File: config.mk
export PLATFORM = sky130hd
export DESIGN_NAME = fp_mul_result_packer
export DESIGN_NICKNAME = d
export VERILOG_FILES = /design/src/rtl/fp_pkg.sv /design/src/rtl/fp_round_nearest_even.sv /design/src/rtl/fp_mul_result_packer.sv
export SDC_FILE = /design/constraint.sdc
export NUM_CORES = 1
export LEC_CHECK = 0
export ABC_AREA = 1
export CAP_MARGIN = 20
export CORE_UTILIZATION = 45
export CTS_BUF_LIST = sky130_fd_sc_hd__clkbuf_8
export DETAILED_ROUTE_END_ITERATION = 10
export HOLD_SLACK_MARGIN = 0.02
export PLACE_DENSITY = 0.69
export SYNTH_ARGS = -nofsm -noshare
export SYNTH_HDL_FRONTEND = slang
export SYNTH_HIERARCHICAL = 1
export SYNTH_SLANG_ARGS = --single-unit
File: constraint.sdc
create_clock -name clk -period 4.1 [get_ports clk]
set_input_delay 0.82 -clock clk [delete_from_list [all_inputs] [get_ports clk]]
set_output_delay 0.82 -clock clk [all_outputs]
set_load 0.03 [all_outputs]
File: src/rtl/fp_pkg.sv
// ============================================================================
// Module   : fp_pkg
// Purpose  : Shared FP widths, status/flag indices and canonical encodings.
// Revision : 1.0 - initial release
// ============================================================================
`default_nettype none

package fp_pkg;

    localparam int ST_NAN     = 3;
    localparam int ST_INF     = 2;
    localparam int ST_ZERO    = 1;
    localparam int ST_INVALID = 0;

    localparam int FL_INVALID   = 4;
    localparam int FL_OVERFLOW  = 3;
    localparam int FL_UNDERFLOW = 2;
    localparam int FL_INEXACT   = 1;
    localparam int FL_NAN       = 0;

    function automatic int exp_width(input int is_double);
        return (is_double != 0) ? 11 : 8;
    endfunction

    function automatic int mant_width(input int is_double);
        return (is_double != 0) ? 52 : 23;
    endfunction

    // Canonical quiet NaN, right-aligned in a 64-bit container.
    function automatic logic [63:0] qnan_word(input int is_double);
        return (is_double != 0) ? 64'h7FF8_0000_0000_0000 : 64'h0000_0000_7FC0_0000;
    endfunction

    typedef struct packed {
        logic       sign;
        logic       guard;
        logic       sticky;
        logic [3:0] status;
    } s1_ctrl_t;

endpackage

`default_nettype wire

File: src/rtl/fp_round_nearest_even.sv
// ============================================================================
// Module   : fp_round_nearest_even
// Purpose  : Combinational round-to-nearest-even increment of a significand.
// Revision : 1.0 - initial release
// ============================================================================
`default_nettype none

module fp_round_nearest_even #(
    parameter int WIDTH = 24
) (
    input  logic [WIDTH-1:0] sig_in,
    input  logic             guard,
    input  logic             sticky,
    output logic [WIDTH-1:0] sig_out,
    output logic             carry
);

    logic inc;

    assign inc              = guard && (sticky || sig_in[0]);
    assign {carry, sig_out} = {1'b0, sig_in} + {{WIDTH{1'b0}}, inc};

endmodule

`default_nettype wire

File: src/rtl/fp_mul_result_packer.sv
// ============================================================================
// Module   : fp_mul_result_packer
// Purpose  : 2-stage normalize / RNE round / IEEE pack for the FP multiplier.
//            Optional gradual underflow: FP_MUL_SUBNORMAL_OUT_EN.
// Revision : 1.0 - initial release
// ============================================================================
`default_nettype none

module fp_mul_result_packer
    import fp_pkg::*;
#(
    parameter int IS_DOUBLE  = 0,
    parameter int EXP_WIDTH  = exp_width(IS_DOUBLE),
    parameter int MANT_WIDTH = mant_width(IS_DOUBLE)
) (
    input  logic                            clk,
    input  logic                            rst_n,
    input  logic                            in_valid,
    output logic                            in_ready,
    input  logic [3:0]                      in_status,
    input  logic                            in_sign,
    input  logic [EXP_WIDTH+1:0]            in_exp,
    input  logic [2*MANT_WIDTH+1:0]         in_mant,
    output logic                            out_valid,
    input  logic                            out_ready,
    output logic [EXP_WIDTH+MANT_WIDTH:0]   out_result,
    output logic [4:0]                      out_flags
);

    localparam int EW = EXP_WIDTH;
    localparam int MW = MANT_WIDTH;
    localparam int RW = EW + MW + 1;
    localparam int PW = 2 * MW + 2;

    localparam logic [63:0]   QNAN64 = qnan_word(IS_DOUBLE);
    localparam logic [RW-1:0] QNAN   = QNAN64[RW-1:0];
    localparam logic [EW+1:0] E_ZERO = '0;
    localparam logic [EW+1:0] E_MAX  = (EW+2)'((1 << EW) - 1);

    logic            s1_valid_q, s1_valid_d;
    logic            s2_valid_q, s2_valid_d;
    logic [EW+1:0]   s1_exp_q, s1_exp_d;
    logic [MW:0]     s1_sig_q, s1_sig_d;
    s1_ctrl_t        s1_ctrl_q, s1_ctrl_d;
    logic [RW-1:0]   out_result_q, out_result_d;
    logic [4:0]      out_flags_q, out_flags_d;

    logic            in_fire;
    logic            s2_load;

    logic [MW:0]     rnd_sig_in, rnd_sig_out, sig_rnd;
    logic            rnd_g, rnd_s, rnd_carry, inexact;
    logic [EW+1:0]   e_rnd;

    // Look-ahead ready: stage 1 can always take a beat if anything downstream moves.
    assign in_ready = !s1_valid_q || !s2_valid_q || out_ready;
    assign in_fire  = in_valid && in_ready;
    assign s2_load  = !s2_valid_q || out_ready;

    always_comb begin
        s1_valid_d = s1_valid_q;
        s1_exp_d   = s1_exp_q;
        s1_sig_d   = s1_sig_q;
        s1_ctrl_d  = s1_ctrl_q;
        if (in_fire) begin
            s1_valid_d = 1'b1;
        end else if (s2_load) begin
            s1_valid_d = 1'b0;
        end
        if (in_fire) begin
            s1_ctrl_d.sign   = in_sign;
            s1_ctrl_d.status = in_status;
            if (in_mant[PW-1]) begin
                s1_sig_d         = in_mant[PW-1 -: MW+1];
                s1_ctrl_d.guard  = in_mant[MW];
                s1_ctrl_d.sticky = |in_mant[MW-1:0];
                s1_exp_d         = in_exp + (EW+2)'(1);
            end else begin
                s1_sig_d         = in_mant[PW-2 -: MW+1];
                s1_ctrl_d.guard  = in_mant[MW-1];
                s1_ctrl_d.sticky = |in_mant[MW-2:0];
                s1_exp_d         = in_exp;
            end
        end
    end

`ifdef FP_MUL_SUBNORMAL_OUT_EN
    localparam logic [EW+1:0] SH_MAX = (EW+2)'(MW + 2);

    logic              tiny;
    logic [EW+1:0]     sh_raw, sh_amt;
    logic [2*MW+3:0]   sh_vec;

    // Denormalize {sig, G} right by 1-e; everything shifted past G folds into S.
    always_comb begin
        tiny   = $signed(s1_exp_q) <= $signed(E_ZERO);
        sh_raw = (EW+2)'(1) - s1_exp_q;
        sh_amt = (sh_raw > SH_MAX) ? SH_MAX : sh_raw;
        sh_vec = {s1_sig_q, s1_ctrl_q.guard, {(MW+2){1'b0}}} >> sh_amt;
        if (tiny) begin
            rnd_sig_in = sh_vec[2*MW+3 : MW+3];
            rnd_g      = sh_vec[MW+2];
            rnd_s      = s1_ctrl_q.sticky | (|sh_vec[MW+1:0]);
        end else begin
            rnd_sig_in = s1_sig_q;
            rnd_g      = s1_ctrl_q.guard;
            rnd_s      = s1_ctrl_q.sticky;
        end
    end
`else
    always_comb begin
        rnd_sig_in = s1_sig_q;
        rnd_g      = s1_ctrl_q.guard;
        rnd_s      = s1_ctrl_q.sticky;
    end
`endif

    fp_round_nearest_even #(
        .WIDTH   (MW + 1)
    ) u_round (
        .sig_in  (rnd_sig_in),
        .guard   (rnd_g),
        .sticky  (rnd_s),
        .sig_out (rnd_sig_out),
        .carry   (rnd_carry)
    );

    always_comb begin
        e_rnd        = rnd_carry ? (s1_exp_q + (EW+2)'(1)) : s1_exp_q;
        sig_rnd      = rnd_carry ? {1'b1, {MW{1'b0}}} : rnd_sig_out;
        inexact      = rnd_g | rnd_s;
        s2_valid_d   = s2_load ? s1_valid_q : s2_valid_q;
        out_result_d = out_result_q;
        out_flags_d  = out_flags_q;
        if (s2_load && s1_valid_q) begin
            out_flags_d = '0;
            if (s1_ctrl_q.status[ST_INVALID]) begin
                out_result_d            = QNAN;
                out_flags_d[FL_INVALID] = 1'b1;
                out_flags_d[FL_NAN]     = 1'b1;
            end else if (s1_ctrl_q.status[ST_NAN]) begin
                out_result_d        = QNAN;
                out_flags_d[FL_NAN] = 1'b1;
            end else if (s1_ctrl_q.status[ST_INF]) begin
                out_result_d = {s1_ctrl_q.sign, {EW{1'b1}}, {MW{1'b0}}};
            end else if (s1_ctrl_q.status[ST_ZERO]) begin
                out_result_d = {s1_ctrl_q.sign, {(RW-1){1'b0}}};
            end else if ($signed(e_rnd) >= $signed(E_MAX)) begin
                out_result_d             = {s1_ctrl_q.sign, {EW{1'b1}}, {MW{1'b0}}};
                out_flags_d[FL_OVERFLOW] = 1'b1;
                out_flags_d[FL_INEXACT]  = 1'b1;
`ifdef FP_MUL_SUBNORMAL_OUT_EN
            end else if (tiny) begin
                // Rounding up into the hidden bit promotes the result to the smallest normal.
                out_result_d = {s1_ctrl_q.sign, {(EW-1){1'b0}}, sig_rnd[MW], sig_rnd[MW-1:0]};
                out_flags_d[FL_UNDERFLOW] = inexact;
                out_flags_d[FL_INEXACT]   = inexact;
`else
            end else if (($signed(e_rnd) <= $signed(E_ZERO)) || !sig_rnd[MW]) begin
                out_result_d              = {s1_ctrl_q.sign, {(RW-1){1'b0}}};
                out_flags_d[FL_UNDERFLOW] = 1'b1;
                out_flags_d[FL_INEXACT]   = 1'b1;
`endif
            end else begin
                out_result_d            = {s1_ctrl_q.sign, e_rnd[EW-1:0], sig_rnd[MW-1:0]};
                out_flags_d[FL_INEXACT] = inexact;
            end
        end
    end

    always_ff @(posedge clk or negedge rst_n) begin
        if (!rst_n) begin
            s1_valid_q   <= 1'b0;
            s2_valid_q   <= 1'b0;
            s1_exp_q     <= '0;
            s1_sig_q     <= '0;
            s1_ctrl_q    <= '0;
            out_result_q <= '0;
            out_flags_q  <= '0;
        end else begin
            s1_valid_q   <= s1_valid_d;
            s2_valid_q   <= s2_valid_d;
            s1_exp_q     <= s1_exp_d;
            s1_sig_q     <= s1_sig_d;
            s1_ctrl_q    <= s1_ctrl_d;
            out_result_q <= out_result_d;
            out_flags_q  <= out_flags_d;
        end
    end

    assign out_valid  = s2_valid_q;
    assign out_result = out_result_q;
    assign out_flags  = out_flags_q;

endmodule

`default_nettype wire
==> implementation parameters <==
Parameter                              Value

Run status
  Status ... complete, no violations

Pwr
  Leak ... just over 3 nW
  Switching power as a share of total power ... 35.75%
  Clock network power share ... a little over a quarter
  Total internal power ... 1.502 mW
  Peak supply drop ... between 0.2 and 0.25 mV
  Combinational group share of total power ... 31.3%
  Seq pwr share ... between 40% and 50%
  Net switching power ... around 840 uW
  Cell area power density ... 363.5 nW/um^2

STA
  Skew final ... around 0.0053 ns
  Tcrit/Tclk final ... 83.82%
  Count of final setup violators ... 0
  Count of final hold-check violations ... 0
  Max Clk Rate ... 291.0 MHz
  Slew Limit Headroom ... between 50% and 60%
  Final TNS setup ... 0 ns
  Post-layout minimum cycle time ... between 3 and 4 ns
  Slew at the pin with the worst max-slew slack ... 0.7213 ns
  RSZ-0062 raised after global routing ... no
  Count of pins over their slew limit ... 0
  Hold_ws ... ~0.44 ns

GRT
  Congestion Overflow GR ... 0
  Vias in the first global route ... 4227
  First-pass GRT wire length ... 19890 microns
  Total routing resource utilization after global routing ... 21.32%
  Antenna violations before repair ... 0
  Pin count of the biggest net entering global routing ... 81

Drt
  Pre-Repair DR Iteration Count ... 5
  Post-route ant nets ... 0
  Post-Route WL ... roughly 12000 microns
  Per-cell via count in the routed design ... 4.957
  Drt wl/cell ... 12.64 microns
  Number of design-rule violations left by the first detailed-router iteration ... between 200 and 300
  Total number of vias ... about 4600
  Number of DRC violations after detailed routing ... 0

Place
  GP Congestion ... between 0.8 and 0.9
  Port bufs ... between 100 and 150
  Post-detail-place hpwl ... ~9000 microns

Layout
  Layout cells sized above 1 ... 10.96%
  Signed area change from the synthesized netlist to the final layout ... 26.04%
  Total inserted antenna cells ... 0
  Final-stage net count ... between 800 and 900

Clock tree
  CTS tree ... done
  Clock network latency to the later pin of the worst-skew pair ... approximately 0.35 ns
  Count of instances resized after the clock tree is built ... 0
  Buffers inserted by post-CTS timing repair ... 0
  Number of clock sinks ... 80
  H-Tree Depth ... 3
  Inserted Clock Buffers ... 9
  Buffer cell driving the clock tree root ... sky130_fd_sc_hd__clkbuf_8
  Largest buffer count on any clock path ... 2
  Clock slew at reported path FFs ... ~0.080 ns
  Cts-stage hold buffer count ... 0

Worst setup path
  Category of the worst setup path launch point ... flop
  Setup slack of the worst register-to-register path ... 0.66 ns
  Startpoint-to-endpoint class of the critical path ... reg2reg
  R2r worst-path depth ... 22
  Worst path arrival time ... roughly 3.7 ns
  Kind of end point of the critical path ... flop
  Crit Path Max Fanout ... 32
  Reg2reg start ... rnd_sig_in[0]
  R2r endpoint ... out_result[26]
  Worst path required time ... ~4.3 ns

Synthesis
  Net Count, Synth ... between 700 and 800
  Synth warnings ... 6
  Post-synthesis area per instance ... 7.310 sq um
  Part of the Yosys area used for sequential elements ... around two fifths
  Unique masters post-synth ... 39
  Post-synthesis cell count ... ~700
  Yosys reg bits ... 80
  Mapped Area ... 5102 sq um

Hold path
  Class of the tightest hold or removal check ... in2async

Run
  Maximum capacitance violations ... 0

Floorplan
  Initial core utilization ... a little under half
  Width of the die ... 108.5 microns
  Floorplan die height ... between 100 and 150 microns
  Die area ... around 12000 sq um
  Number of placed I/O pins ... 106
  Site Rows ... 38
  Placeable core area ... roughly 11000 sq um
## power by group through the flow
stage / registers (mW) / clock network, mW / logic (mW)
after floorplan: 1.06 / 0 / 0.419
after CTS: 0.990 / 0.631 / 0.734
after global routing: 1.00 / 0.666 / 0.810
final: 0.990 / 0.617 / 0.731
after detailed placement: 1.01 / 0 / 0.731
after global placement: 1.00 / 0 / 0.721
## worst max-delay path, stage by stage, from the launching register on
cell                       delay [ns]
sky130_fd_sc_hd__dfrtp_1         0.38
sky130_fd_sc_hd__o21a_1          0.12
sky130_fd_sc_hd__ha_1            0.18
sky130_fd_sc_hd__ha_1            0.20
sky130_fd_sc_hd__nand2_2         0.11
sky130_fd_sc_hd__nor2_8          0.16
sky130_fd_sc_hd__nand2_4         0.09
sky130_fd_sc_hd__nor2_8          0.13
sky130_fd_sc_hd__nand3_2         0.08
sky130_fd_sc_hd__nor2_2          0.34
sky130_fd_sc_hd__nand2_4         0.13
sky130_fd_sc_hd__nor2_8          0.13
sky130_fd_sc_hd__nand2_4         0.06
sky130_fd_sc_hd__clkinv_2        0.06
sky130_fd_sc_hd__nand3_4         0.07
sky130_fd_sc_hd__nand2_2         0.10
sky130_fd_sc_hd__nand2_1         0.05
sky130_fd_sc_hd__inv_1           0.04
sky130_fd_sc_hd__nand2_1         0.07
sky130_fd_sc_hd__nand2_2         0.54
sky130_fd_sc_hd__nand2_1         0.13
sky130_fd_sc_hd__nand2_1         0.09
sky130_fd_sc_hd__nand2_1         0.05
## layout make-up
cell class | count | area (sq um)
fillers | 1030 | 4504
clock buffers | 12 | 165.2
repair buffers | 109 | 1091
inverters | 58 | 221.5
flip-flops and latches | 80 | 2002
clock inverters | 4 | 51.30
well taps | 140 | 175.2
multi-input cells | 531 | 2725
## cell usage in the layout (no fill, tap or decap), drive strengths merged, types with 2 or more instances in the layout
cell             n
clkdlybuf4s50  104
nor4             5
o22ai            2
a31oi           24
buf              5
a21oi           15
ha               4
inv             57
xnor2            5
nand2          276
clkbuf          12
nor2            73
dfrtp           80
o21ai           20
clkinv           3
o211ai           2
nand3b           7
nand4            2
nor3            25
o21bai           2
xor2            13
nand3           54
## synthesized netlist by cell type (all sizes together)
cell    number  area (sq um)
o21ai       20         100.1
nor3        25         130.1
clkinv       1         5.000
dfrtp       80          2002
o211ai       2         15.01
inv         57         216.5
clkbuf      22         82.58
o21bai       2         15.01
nor4         5         31.28
o21a         1         7.510
a21oi       15         86.34
buf          7         78.82
nand4        2         12.51
ha           4         50.05
o22ai        2         12.51
nand3b       7         52.55
xnor2        5         43.79
nand3       54         397.9
nor2        73         386.6
nor2b        1         6.260
xor2        13         121.4
nand2      276          1099
a31oi       24         150.1
## stage by stage
stage	instance area (sq um)	worst slack, ns	instances	utilization (%)	power (mW)
floorplan	5102	1.413	698	-	1.481
global placement	6195	0.8330	917	56.65	1.722
detailed placement	6195	0.6713	917	56.65	1.736
CTS	6411	0.6664	933	58.63	2.355
global route	6431	0.3228	934	58.81	2.481
finish	6431	0.6632	934	58.81	2.338
## worst max path at each step
stage / start / end / slack (ns) / cells after the start
global placement: rnd_sig_in[0] / out_result[25] / 0.83 / 22
floorplan: rnd_sig_in[0] / out_result[10] / 1.41 / 24
CTS: rnd_sig_in[0] / out_result[26] / 0.67 / 22
global route: rnd_sig_in[0] / out_result[26] / 0.32 / 20
detailed placement: rnd_sig_in[0] / out_result[26] / 0.67 / 22
finish: rnd_sig_in[0] / out_result[26] / 0.66 / 22
## registers in the layout (all words and copies together) (netlist names)
signal	cells
s1_ctrl_q	5
out_valid	1
rnd_s	1
rnd_g	1
rnd_sig_in	24
out_flags	5
out_result	32
s1_exp_q	10
s1_valid_q	1
## cells by family after synthesis
logic type,after synthesis,share of synthesized area [%]
buf+inv,87,7.504
flops,80,39.23
fa+ha+maj,4,0.9809
xor+xnor,18,3.237
simple gates,443,41.47
compound gates,66,7.577
## routing by layer
| metal | vias to the layer above | track usage, % | share of wire (%) |
|---|---|---|---|
| li1 | 2408 | - | - |
| met1 | 2082 | 31.69 | 52 |
| met2 | 132 | 31.92 | 43 |
| met3 | 8 | 3.797 | 4.5 |
| met4 | 0 | 5.212 | 0.94 |
| met5 | - | 0 | 0 |
Power figures use the tool's default switching activity.
